==> src/rtl/uart_rx_cfg_if.sv <==
// rtl/uart_rx_cfg_if.sv - serial line and received-word bundle for uart_rx_cfg
// Ports (master = receiver side):
//   i_rx    serial line into the receiver, idles high
//   o_data  last received word, LSB = first data bit
//   o_rcv   one-cycle strobe when o_data/o_perr/o_ferr update
//   o_perr  parity error of last frame
//   o_ferr  framing error of last frame
//   o_busy  receiver not idle
interface uart_rx_cfg_if #(
  parameter int DATA_BITS = 8
);
  logic                 i_rx;
  logic [DATA_BITS-1:0] o_data;
  logic                 o_rcv;
  logic                 o_perr;
  logic                 o_ferr;
  logic                 o_busy;

  modport master (
    input  i_rx,
    output o_data, o_rcv, o_perr, o_ferr, o_busy
  );

  modport slave (
    output i_rx,
    input  o_data, o_rcv, o_perr, o_ferr, o_busy
  );
endinterface

==> src/rtl/uart_rx_cfg.sv <==
// rtl/uart_rx_cfg.sv - configurable UART receiver (5-9 data bits, parity, 1/2 stop)
// Ports:
//   clk   system clock
//   rstn  asynchronous active-low reset
//   bus   uart_rx_cfg_if.master: i_rx in; o_data, o_rcv, o_perr, o_ferr, o_busy out
module uart_rx_cfg #(
  parameter int BAUD      = 104,
  parameter int DATA_BITS = 8,
  parameter int PARITY    = 0,
  parameter int STOP_BITS = 1
) (
  input  logic          clk,
  input  logic          rstn,
  uart_rx_cfg_if.master bus
);

  localparam int             CW        = $clog2(BAUD);
  localparam logic [CW-1:0]  M_LO      = CW'(BAUD / 2 - 1);
  localparam logic [CW-1:0]  M_MID     = CW'(BAUD / 2);
  localparam logic [CW-1:0]  M_HI      = CW'(BAUD / 2 + 1);
  localparam logic [CW-1:0]  WRAP      = CW'(BAUD - 1);
  localparam logic [3:0]     LAST_DATA = 4'(DATA_BITS - 1);
  localparam logic [3:0]     LAST_STOP = 4'(STOP_BITS - 1);
  localparam logic           PAR_ODD   = (PARITY == 1);

  typedef enum logic [2:0] {
    S_IDLE,
    S_START,
    S_DATA,
    S_PAR,
    S_STOP,
    S_DONE,
    S_WAIT_HIGH
  } state_t;

  state_t               state;
  logic                 rx_m;
  logic                 rx_s;
  logic [CW-1:0]        cnt;
  logic                 samp0;
  logic                 samp1;
  logic [3:0]           idx;
  logic [DATA_BITS-1:0] shreg;
  logic                 perr;
  logic                 ferr;
  logic                 vote;
  logic                 decide;
  logic                 wrap;

  // Third sample is the live rx_s at the decision edge.
  assign vote   = (samp0 & samp1) | (samp0 & rx_s) | (samp1 & rx_s);
  assign decide = (cnt == M_HI);
  assign wrap   = (cnt == WRAP);

  always_ff @(posedge clk or negedge rstn) begin
    if (!rstn) begin
      rx_m <= 1'b1;
      rx_s <= 1'b1;
    end else begin
      rx_m <= bus.i_rx;
      rx_s <= rx_m;
    end
  end

  always_ff @(posedge clk or negedge rstn) begin
    if (!rstn) begin
      samp0 <= 1'b0;
      samp1 <= 1'b0;
    end else begin
      if (cnt == M_LO)  samp0 <= rx_s;
      if (cnt == M_MID) samp1 <= rx_s;
    end
  end

  always_ff @(posedge clk or negedge rstn) begin
    if (!rstn) begin
      state      <= S_IDLE;
      cnt        <= '0;
      idx        <= '0;
      shreg      <= '0;
      perr       <= 1'b0;
      ferr       <= 1'b0;
      bus.o_data <= '0;
      bus.o_rcv  <= 1'b0;
      bus.o_perr <= 1'b0;
      bus.o_ferr <= 1'b0;
      bus.o_busy <= 1'b0;
    end else begin
      bus.o_rcv <= 1'b0;

      if (state == S_IDLE || state == S_WAIT_HIGH || wrap) cnt <= '0;
      else                                                  cnt <= cnt + 1'b1;

      case (state)
        S_IDLE: begin
          if (!rx_s) begin
            state      <= S_START;
            idx        <= '0;
            perr       <= 1'b0;
            ferr       <= 1'b0;
            bus.o_busy <= 1'b1;
          end
        end

        S_START: begin
          if (decide && vote) begin
            state      <= S_IDLE;
            bus.o_busy <= 1'b0;
          end else if (wrap) begin
            state <= S_DATA;
          end
        end

        S_DATA: begin
          if (decide) shreg <= {vote, shreg[DATA_BITS-1:1]};
          if (wrap) begin
            if (idx == LAST_DATA) begin
              idx   <= '0;
              state <= (PARITY != 0) ? S_PAR : S_STOP;
            end else begin
              idx <= idx + 1'b1;
            end
          end
        end

        S_PAR: begin
          if (decide) perr <= ((^shreg) ^ vote) != PAR_ODD;
          if (wrap)   state <= S_STOP;
        end

        S_STOP: begin
          // The last stop bit completes the frame at its decision point so a
          // following start edge at the nominal bit end is not missed.
          if (decide) begin
            if (idx == LAST_STOP) begin
              state      <= S_DONE;
              bus.o_data <= shreg;
              bus.o_perr <= perr;
              bus.o_ferr <= ferr | ~vote;
              bus.o_rcv  <= 1'b1;
            end else begin
              ferr <= ferr | ~vote;
            end
          end
          if (wrap) idx <= idx + 1'b1;
        end

        S_DONE: begin
          // After a framing error the line may be in break; hold off new
          // starts until it has been seen high.
          state      <= bus.o_ferr ? S_WAIT_HIGH : S_IDLE;
          bus.o_busy <= bus.o_ferr;
        end

        S_WAIT_HIGH: begin
          if (rx_s) begin
            state      <= S_IDLE;
            bus.o_busy <= 1'b0;
          end
        end

        default: begin
          state      <= S_IDLE;
          bus.o_busy <= 1'b0;
        end
      endcase
    end
  end

endmodule

==> src/flat_wrapper.sv <==
// flat-port wrapper written by rule: the top's interface ports become plain ports
module uart_rx_cfg_flat 
#(
  parameter int BAUD      = 104,
  parameter int DATA_BITS = 8,
  parameter int PARITY    = 0,
  parameter int STOP_BITS = 1
)
  (clk, rstn, bus_i_rx, bus_o_data, bus_o_rcv, bus_o_perr, bus_o_ferr, bus_o_busy);
  uart_rx_cfg_if #(.DATA_BITS(DATA_BITS)) bus_i ();
  input  logic clk;
  input  logic rstn;
  input wire logic [$bits(bus_i.i_rx)-1:0] bus_i_rx;
  output wire logic [$bits(bus_i.o_data)-1:0] bus_o_data;
  output wire logic [$bits(bus_i.o_rcv)-1:0] bus_o_rcv;
  output wire logic [$bits(bus_i.o_perr)-1:0] bus_o_perr;
  output wire logic [$bits(bus_i.o_ferr)-1:0] bus_o_ferr;
  output wire logic [$bits(bus_i.o_busy)-1:0] bus_o_busy;
  assign bus_i.i_rx = bus_i_rx;
  assign bus_o_data = bus_i.o_data;
  assign bus_o_rcv = bus_i.o_rcv;
  assign bus_o_perr = bus_i.o_perr;
  assign bus_o_ferr = bus_i.o_ferr;
  assign bus_o_busy = bus_i.o_busy;
  uart_rx_cfg #(.BAUD(BAUD), .DATA_BITS(DATA_BITS), .PARITY(PARITY), .STOP_BITS(STOP_BITS)) u_core (.clk(clk), .rstn(rstn), .bus(bus_i));
endmodule
==> config.mk <==
export PLATFORM = sky130hd
export DESIGN_NAME = uart_rx_cfg_flat
export DESIGN_NICKNAME = d
export VERILOG_FILES = /design/src/rtl/uart_rx_cfg_if.sv /design/src/rtl/uart_rx_cfg.sv /design/src/flat_wrapper.sv
export SDC_FILE = /design/constraint.sdc
export NUM_CORES = 1
export LEC_CHECK = 0
export CAP_MARGIN = 10
export CORE_MARGIN = 1
export CORE_UTILIZATION = 58
export DETAILED_ROUTE_END_ITERATION = 8
export GPL_TIMING_DRIVEN = 1
export PLACE_DENSITY = 0.79
export SYNTH_ARGS = -nofsm -noshare
export SYNTH_HDL_FRONTEND = slang
export SYNTH_SLANG_ARGS = --single-unit
==> constraint.sdc <==
create_clock -name clk -period 2.7 [get_ports clk]
set_clock_uncertainty 0.05 [all_clocks]
set_input_delay 0.54 -clock clk [delete_from_list [all_inputs] [get_ports clk]]
set_output_delay 0.54 -clock clk [all_outputs]
set_load 0.01 [all_outputs]
==> results.py, run 1 <==
metrics = {
    "cells_and_area": {
        "num_antenna_cells": 0,
        "final_cell_mix": "dfrtp_1, clkdlybuf4s50_1, nor2_1",
        "fillers": 267,
        "drive_above_1_share_pct": 13.0,
        "area_growth_pct": 9.28,
        "final_common_cell": "dfrtp_1",
        "fin_util_pct": 67.3,
        "nets": 200,
    },
    "setup_path": {
        "cp.arrival_ps": 2260,
        "critPathMaxStageDelay_ps": 420,
        "startpoint_type": "flip-flop",
        "critPathBufInv": 1,
        "crit_chain": "inv_1, ha_1, and3_1, and2_1, nand4_4, mux2_1",
        "end_kind": "flip-flop",
        "crit_start": "u_core.cnt[1]",
        "cpLargestDelayFamily": "simple AND/OR/NAND/NOR gates",
        "cp.required_ps": 2890,
        "crit_slowest_cell": "dfrtp_1",
        "r2r_start": "u_core.cnt[1]",
        "worst-setup-path-type": "reg2reg",
        "worst-path-max-fanout": 11,
    },
    "power": {
        "total_leakage_power_nw": 1.08,
        "power.clock.fraction_pct": 31.5,
        "pwr-share-comb_pct": 1.8,
        "irDropWorstVdd_mv": 0.278,
        "p_int_mw": 0.706,
        "p_sw_mw": 0.198,
        "p_per_area_nw_per_um2": 393,
        "switching_share_pct": 21.9,
        "seq_power_share_pct": 66.7,
    },
    "worst_hold_path": {
        "hold_path_class": "in2async",
    },
    "clock_tree": {
        "cts_buffers": 5,
        "holdBufCountCts": 0,
        "ctsRootBufferMaster": "clkbuf_4",
        "clock-sinks": 40,
        "cts_setup_buffers": 0,
        "insertion_delay_ps": 340,
        "htree_levels": 2,
        "clk_pin_slew_ps": 120,
        "tritoncts": "yes",
        "cts_resized": 0,
        "clock_path_buffers": 2,
    },
    "floorplan": {
        "core_area_um2": 3420,
        "die_area_um2": 3870,
        "die_height_um": 62.2,
        "io_pins": 15,
        "fp-row-count": 21,
        "fp.dieW_um": 62.2,
        "start_util_pct": 61.6,
    },
    "sta": {
        "setup_violations": 0,
        "slew_headroom_pct": 41.4,
        "min_period_over_period_pct": 76.7,
        "fin_setup_tns_ps": 0,
        "final_max_slew_viol_count": 0,
        "max_freq_mhz": 483,
        "period_needed_ps": 2070,
        "hold_violations": 0,
        "rsz0062_at_grt": "false",
        "worst_pin_slew_ps": 879,
    },
    "synthesis": {
        "ys_types": 52,
        "synth.avg_cell_area_um2": 11.7,
        "synthCells": 180,
        "syn_nets": 188,
        "synth_seq_cells": 40,
        "yosysWarnings": 0,
        "yosysSeqAreaShare_pct": 47.7,
        "synthesis.area_um2": 2100,
    },
    "status": {
        "outcome": "complete, no violations",
    },
    "global_route": {
        "track_usage_pct": 21.7,
        "grt_first_pass_wirelength_um": 6490,
        "overflow": 0,
        "grt_max_degree": 41,
        "antenna_found_initial": 0,
        "grt_pass1_vias": 1379,
    },
    "placed_design": {
        "place_congestion": 0.818,
        "dp_hpwl_um": 2620,
        "io_buffers": 14,
    },
    "routing": {
        "wl_um": 3720,
        "via_per_inst": 5.78,
        "drtIter0Drc": 87,
        "drc": 0,
        "vias": 1382,
        "ant_nets": 0,
        "wire_per_inst_um": 15.6,
        "dr.pass1.iters": 4,
    },
    "job": {
        "drv_cap": 0,
    },
}
==> sequential cells by signal (all words and copies together) (netlist names), 3 cells and up <==
signal and count:
u_core.state 3, u_core.cnt 7, u_core.shreg 8, u_core.bus.o_data 8
u_core.idx 4
==> through the flow <==
stage               hold WS, ps  instances  area (µm²)  power (mW)  worst slack, ps
floorplan                   194        180        2100       0.617              844
global placement            297        231        2250       0.631              720
detailed placement          297        231        2250       0.632              630
CTS                         278        239        2300       0.915              627
global route                314        239        2300       0.942              536
finish                      242        239        2300       0.904              629
==> path summary, 6_finish.rpt <==
path	depth (start not counted)	endpoint	slack, ps
worst max-delay path	6	u_core.bus.o_data[1]	630
worst min-delay path	1	u_core.idx[0]	240
worst max register to register	6	u_core.bus.o_data[1]	630
worst min register to register	0	u_core.rx_s	310
max in group asynchronous	1	u_core.samp1	1790
min in group clk	0	u_core.rx_s	310
==> cells in the mapped netlist (all sizes together) <==
cell | count | share of area [%]
nand3b | 2 | 1.3
mux2 | 20 | 12
and3 | 1 | 0.30
o31a | 1 | 0.42
ha | 5 | 3.0
nor2b | 2 | 0.59
nand3 | 7 | 1.7
dfrtp | 38 | 45
and4b | 2 | 0.95
xnor3 | 1 | 1.1
o41ai | 1 | 0.42
a41oi | 2 | 0.83
nor3b | 2 | 1.2
o32a | 1 | 0.48
a22o | 1 | 0.42
nor3 | 4 | 1.2
o31ai | 2 | 0.71
and2 | 4 | 1.2
nand2b | 5 | 1.5
or3 | 2 | 0.59
nor2 | 12 | 2.1
mux2i | 2 | 0.95
nand4 | 3 | 1.6
clkbuf | 5 | 0.89
a31o | 1 | 0.42
a31oi | 2 | 0.59
buf | 5 | 1.7
a211oi | 1 | 0.36
a311oi | 1 | 0.71
maj3 | 1 | 0.48
xor2 | 5 | 2.1
a21oi | 3 | 0.71
inv | 9 | 1.6
o21ai | 7 | 1.7
o211ai | 1 | 0.36
nand2 | 3 | 0.54
o32ai | 1 | 0.42
dfstp | 2 | 2.5
nand4b | 2 | 0.83
xnor2 | 7 | 2.9
and3b | 1 | 0.42
o22ai | 3 | 0.89
==> logic make-up (layout without fill, tap and decap cells) <==
group           Yosys count  count (layout)  synth area share [%]
simple gates             52              52                  16.1
compound gates           28              28                  9.40
xor+xnor                 13              13                  6.07
mux                      22              22                  13.1
flops                    40              40                  47.7
buf+inv                  19              32                  4.22
fa+ha+maj                 6               6                  3.45
==> power groups by stage <==
| stage | registers, mW | clock network (mW) | logic (mW) |
|---|---|---|---|
| 4_1_cts | 0.604 | 0.294 | 0.0171 |
| 3_3_place_gp | 0.615 | 0 | 0.0162 |
| 3_5_place_dp | 0.615 | 0 | 0.0169 |
| 5_1_grt | 0.604 | 0.319 | 0.0190 |
| 6_report | 0.604 | 0.285 | 0.0159 |
| 2_1_floorplan | 0.613 | 0 | 0.00391 |
==> metal layers <==
metal	vias up	global-route usage, %	part of all wire (%)
li1	664	-	-
met1	671	29.7	48
met2	41	32.1	46
met3	6	5.88	4.8
met4	0	9.88	1.4
met5	-	0	0
==> area by class of cell <==
class                      count  area [µm²]  area share [%]
timing repair buffer          15         143            6.21
multi-input combinational    121        1010            44.0
clock buffer                   7        45.0            1.96
tap                           46        57.6            2.50
inverter                       9        33.8            1.47
clock inverter                 1        5.00           0.218
sequential                    40        1000            43.7
Power figures use the tool's default switching activity.
==> run 2, diff against run 1 <==
--- a/config.mk
+++ b/config.mk
@@ -7,10 +7,10 @@
 export LEC_CHECK = 0
 export CAP_MARGIN = 10
 export CORE_MARGIN = 1
-export CORE_UTILIZATION = 58
+export CORE_UTILIZATION = 52
 export DETAILED_ROUTE_END_ITERATION = 8
 export GPL_TIMING_DRIVEN = 1
-export PLACE_DENSITY = 0.79
+export PLACE_DENSITY = 0.75
 export SYNTH_ARGS = -nofsm -noshare
 export SYNTH_HDL_FRONTEND = slang
 export SYNTH_SLANG_ARGS = --single-unit
==> constraint.sdc (replaced) <==
create_clock -name clk -period 1.8 [get_ports clk]
set_clock_uncertainty 0.05 [all_clocks]
set_input_delay 0.36 -clock clk [delete_from_list [all_inputs] [get_ports clk]]
set_output_delay 0.36 -clock clk [all_outputs]
set_load 0.01 [all_outputs]
==> run 2 against run 1 <==
Compared with the run above:
- the run now ends with setup timing left
- critical path depth down 1
- global-route usage is 0.71 points higher
- via count grew 10%
- first-iteration DRC count down 32%
- utilization grew 3.6 points
- combinational power increased by 98%
- sequential power grew 50%
- sequential share of layout area shrank 6.1 points
- register-to-register slack worse by 660 ps
- clock power grew to 2.7 times the previous value
- non-clock buffer count is 30 higher
- maximum frequency rose by 13%
- highest routed layer unchanged
==> results.py, run 2 (synthesized netlist as in run 1, its figures left out) <==
metrics = {
    "sta": {
        "min_period_over_period_pct": 101,
        "setup_violations": 3,
        "slew_headroom_pct": 71.0,
        "worst_pin_slew_ps": 435,
        "final_max_slew_viol_count": 0,
        "max_freq_mhz": 547,
        "rsz0062_at_grt": "true",
        "finalWorstSetupSlack_ps": -26.8,
        "period_needed_ps": 1830,
        "hold_violations": 0,
    },
    "setup_path": {
        "cp.arrival_ps": 1950,
        "r2r_start": "u_core.cnt[0]",
        "startpoint_type": "flip-flop",
        "crit_slowest_cell": "dfrtp_1",
        "crit_chain": "ha_2, nand4b_1, o31a_1, or3_4, a22o_1",
        "cp.required_ps": 1930,
        "worst-setup-path-type": "reg2reg",
        "r2r_cells": 5,
        "critPathMaxStageDelay_ps": 380,
        "end_kind": "flip-flop",
        "worst-path-max-fanout": 3,
        "rrSetupSlack_ps": -30,
        "r2r_end": "u_core.idx[2]",
    },
    "floorplan": {
        "start_util_pct": 55.8,
        "die_area_um2": 4300,
        "core_area_um2": 3770,
        "die_height_um": 65.6,
        "fp-row-count": 22,
        "fp.dieW_um": 65.6,
        "io_pins": 15,
    },
    "clock_tree": {
        "insertion_delay_ps": 280,
        "tritoncts": "yes",
        "clock_path_buffers": 2,
        "ctsRootBufferMaster": "clkbuf_8",
        "clock-sinks": 40,
        "cts_buffers": 5,
        "htree_levels": 2,
        "clk_pin_slew_ps": 80,
    },
    "power": {
        "seq_power_share_pct": 53.1,
        "switching_share_pct": 19.9,
        "p_per_area_nw_per_um2": 638,
        "p_int_mw": 1.37,
        "power.clock.fraction_pct": 45.1,
        "total_leakage_power_nw": 1.28,
        "irDropWorstVdd_mv": 0.462,
        "p_sw_mw": 0.340,
        "pwr-share-comb_pct": 1.8,
    },
    "placed_design": {
        "place_ws_ps": -56.3,
        "dp_hpwl_um": 3010,
        "io_buffers": 14,
        "place_congestion": 0.910,
    },
    "status": {
        "outcome": "complete, but fails checks",
        "violations": "setup timing",
    },
    "worst_hold_path": {
        "min_from": "u_core.rx_m",
        "min_delay_path_depth": 0,
        "worst_hold_path.endpoint": "u_core.rx_s",
        "hold_path_class": "reg2reg",
    },
    "cells_and_area": {
        "multi_input_area_um2": 1070,
        "final_cell_mix": "dfrtp_1, buf_4, mux2_4",
        "final_common_cell": "dfrtp_1",
        "register_area_um2": 1000,
        "area_growth_pct": 27.1,
        "fillers": 243,
        "fin_util_pct": 70.9,
        "num_antenna_cells": 0,
        "drive_above_1_share_pct": 31.8,
        "top_regs": "u_core.bus.o_data: 8 flops, u_core.shreg: 8 flops, u_core.cnt: 7 flops",
        "nets": 230,
    },
    "global_route": {
        "antenna_found_initial": 0,
        "grt_pass1_vias": 1599,
        "overflow": 0,
        "grt_first_pass_wirelength_um": 7270,
        "track_usage_pct": 22.4,
        "grt_max_degree": 25,
    },
    "routing": {
        "via_per_inst": 5.61,
        "vias": 1520,
        "drtIter0Drc": 59,
        "wire_per_inst_um": 15.5,
        "wl_um": 4210,
        "drc": 0,
        "dr.pass1.iters": 4,
        "ant_nets": 0,
    },
    "job": {
        "drv_cap": 0,
    },
}
## run 2: cell count changes in the layout (fill, tap and decap cells not counted), sizes merged
cell	delta
clkbuf	-1
buf	+29
dlygate4sd3	+1
bufinv	+1
## run 2: layer usage
metal	GRT usage (%)	vias to the layer above	wire length [µm]
li1	-	723	-
met1	28.4	754	1870
met2	38.0	38	2160
met3	4.17	5	154
met4	7.88	0	35
met5	0	-	0
## run 2: worst max-delay path by stage
stage / from / endpoint / slack [ps] / cells after the start
floorplan: u_core.cnt[0] / u_core.idx[2] / -30 / 5
global placement: u_core.idx[0] / u_core.idx[3] / 6 / 5
detailed placement: u_core.cnt[0] / u_core.idx[2] / -60 / 5
CTS: u_core.cnt[0] / u_core.idx[2] / -40 / 5
global route: u_core.cnt[0] / u_core.idx[2] / -100 / 5
finish: u_core.cnt[0] / u_core.idx[2] / -30 / 5
## run 2: repair_timing
action	4_1_cts	5_1_grt
endpoints found under the setup margin	14	22
pin swaps	4	2
setup buffers	4	1
hold buffers	1	0
resized for setup	3	11
gates cloned	0	0
endpoints found under the hold margin	14	0
## run 2: final cells by class
| cell class | count | share of cell area (%) |
|---|---|---|
| Clock inverter | 2 | 1.45 |
| Clock buffer | 6 | 3.09 |
| Sequential cell | 40 | 37.5 |
| Inverter | 9 | 1.26 |
| Timing Repair Buffer | 45 | 14.3 |
| Tap cell | 48 | 2.25 |
| Multi-Input combinational cell | 121 | 40.1 |
## run 2: through the flow
stage	setup TNS (ps)	power, mW	hold WS (ps)	instances	instance area, µm²
floorplan	-35.9	0.926	14.4	180	2110
global placement	0	0.952	265	257	2450
detailed placement	-219	0.954	271	257	2450
CTS	-58.0	1.71	318	270	2620
global route	-1280	1.76	321	271	2670
finish	-38.6	1.71	315	271	2670
## run 2: critical path: cells and delay by family (launching register included)
kind                     cells  cell delay, ps
AO/OA/AOI/OAI                2             550
flip-flops                   1             380
adder cells (fa/ha/maj)      1             210
AND/OR/NAND/NOR              2             530
## run 2: power by group through the flow
stage / Sequential (mW) / Clock, mW / Combinational [mW]
detailed placement: 0.923 / 0 / 0.0312
global route: 0.906 / 0.814 / 0.0367
floorplan: 0.920 / 0 / 0.00586
global placement: 0.922 / 0 / 0.0301
CTS: 0.905 / 0.776 / 0.0330
finish: 0.905 / 0.769 / 0.0315
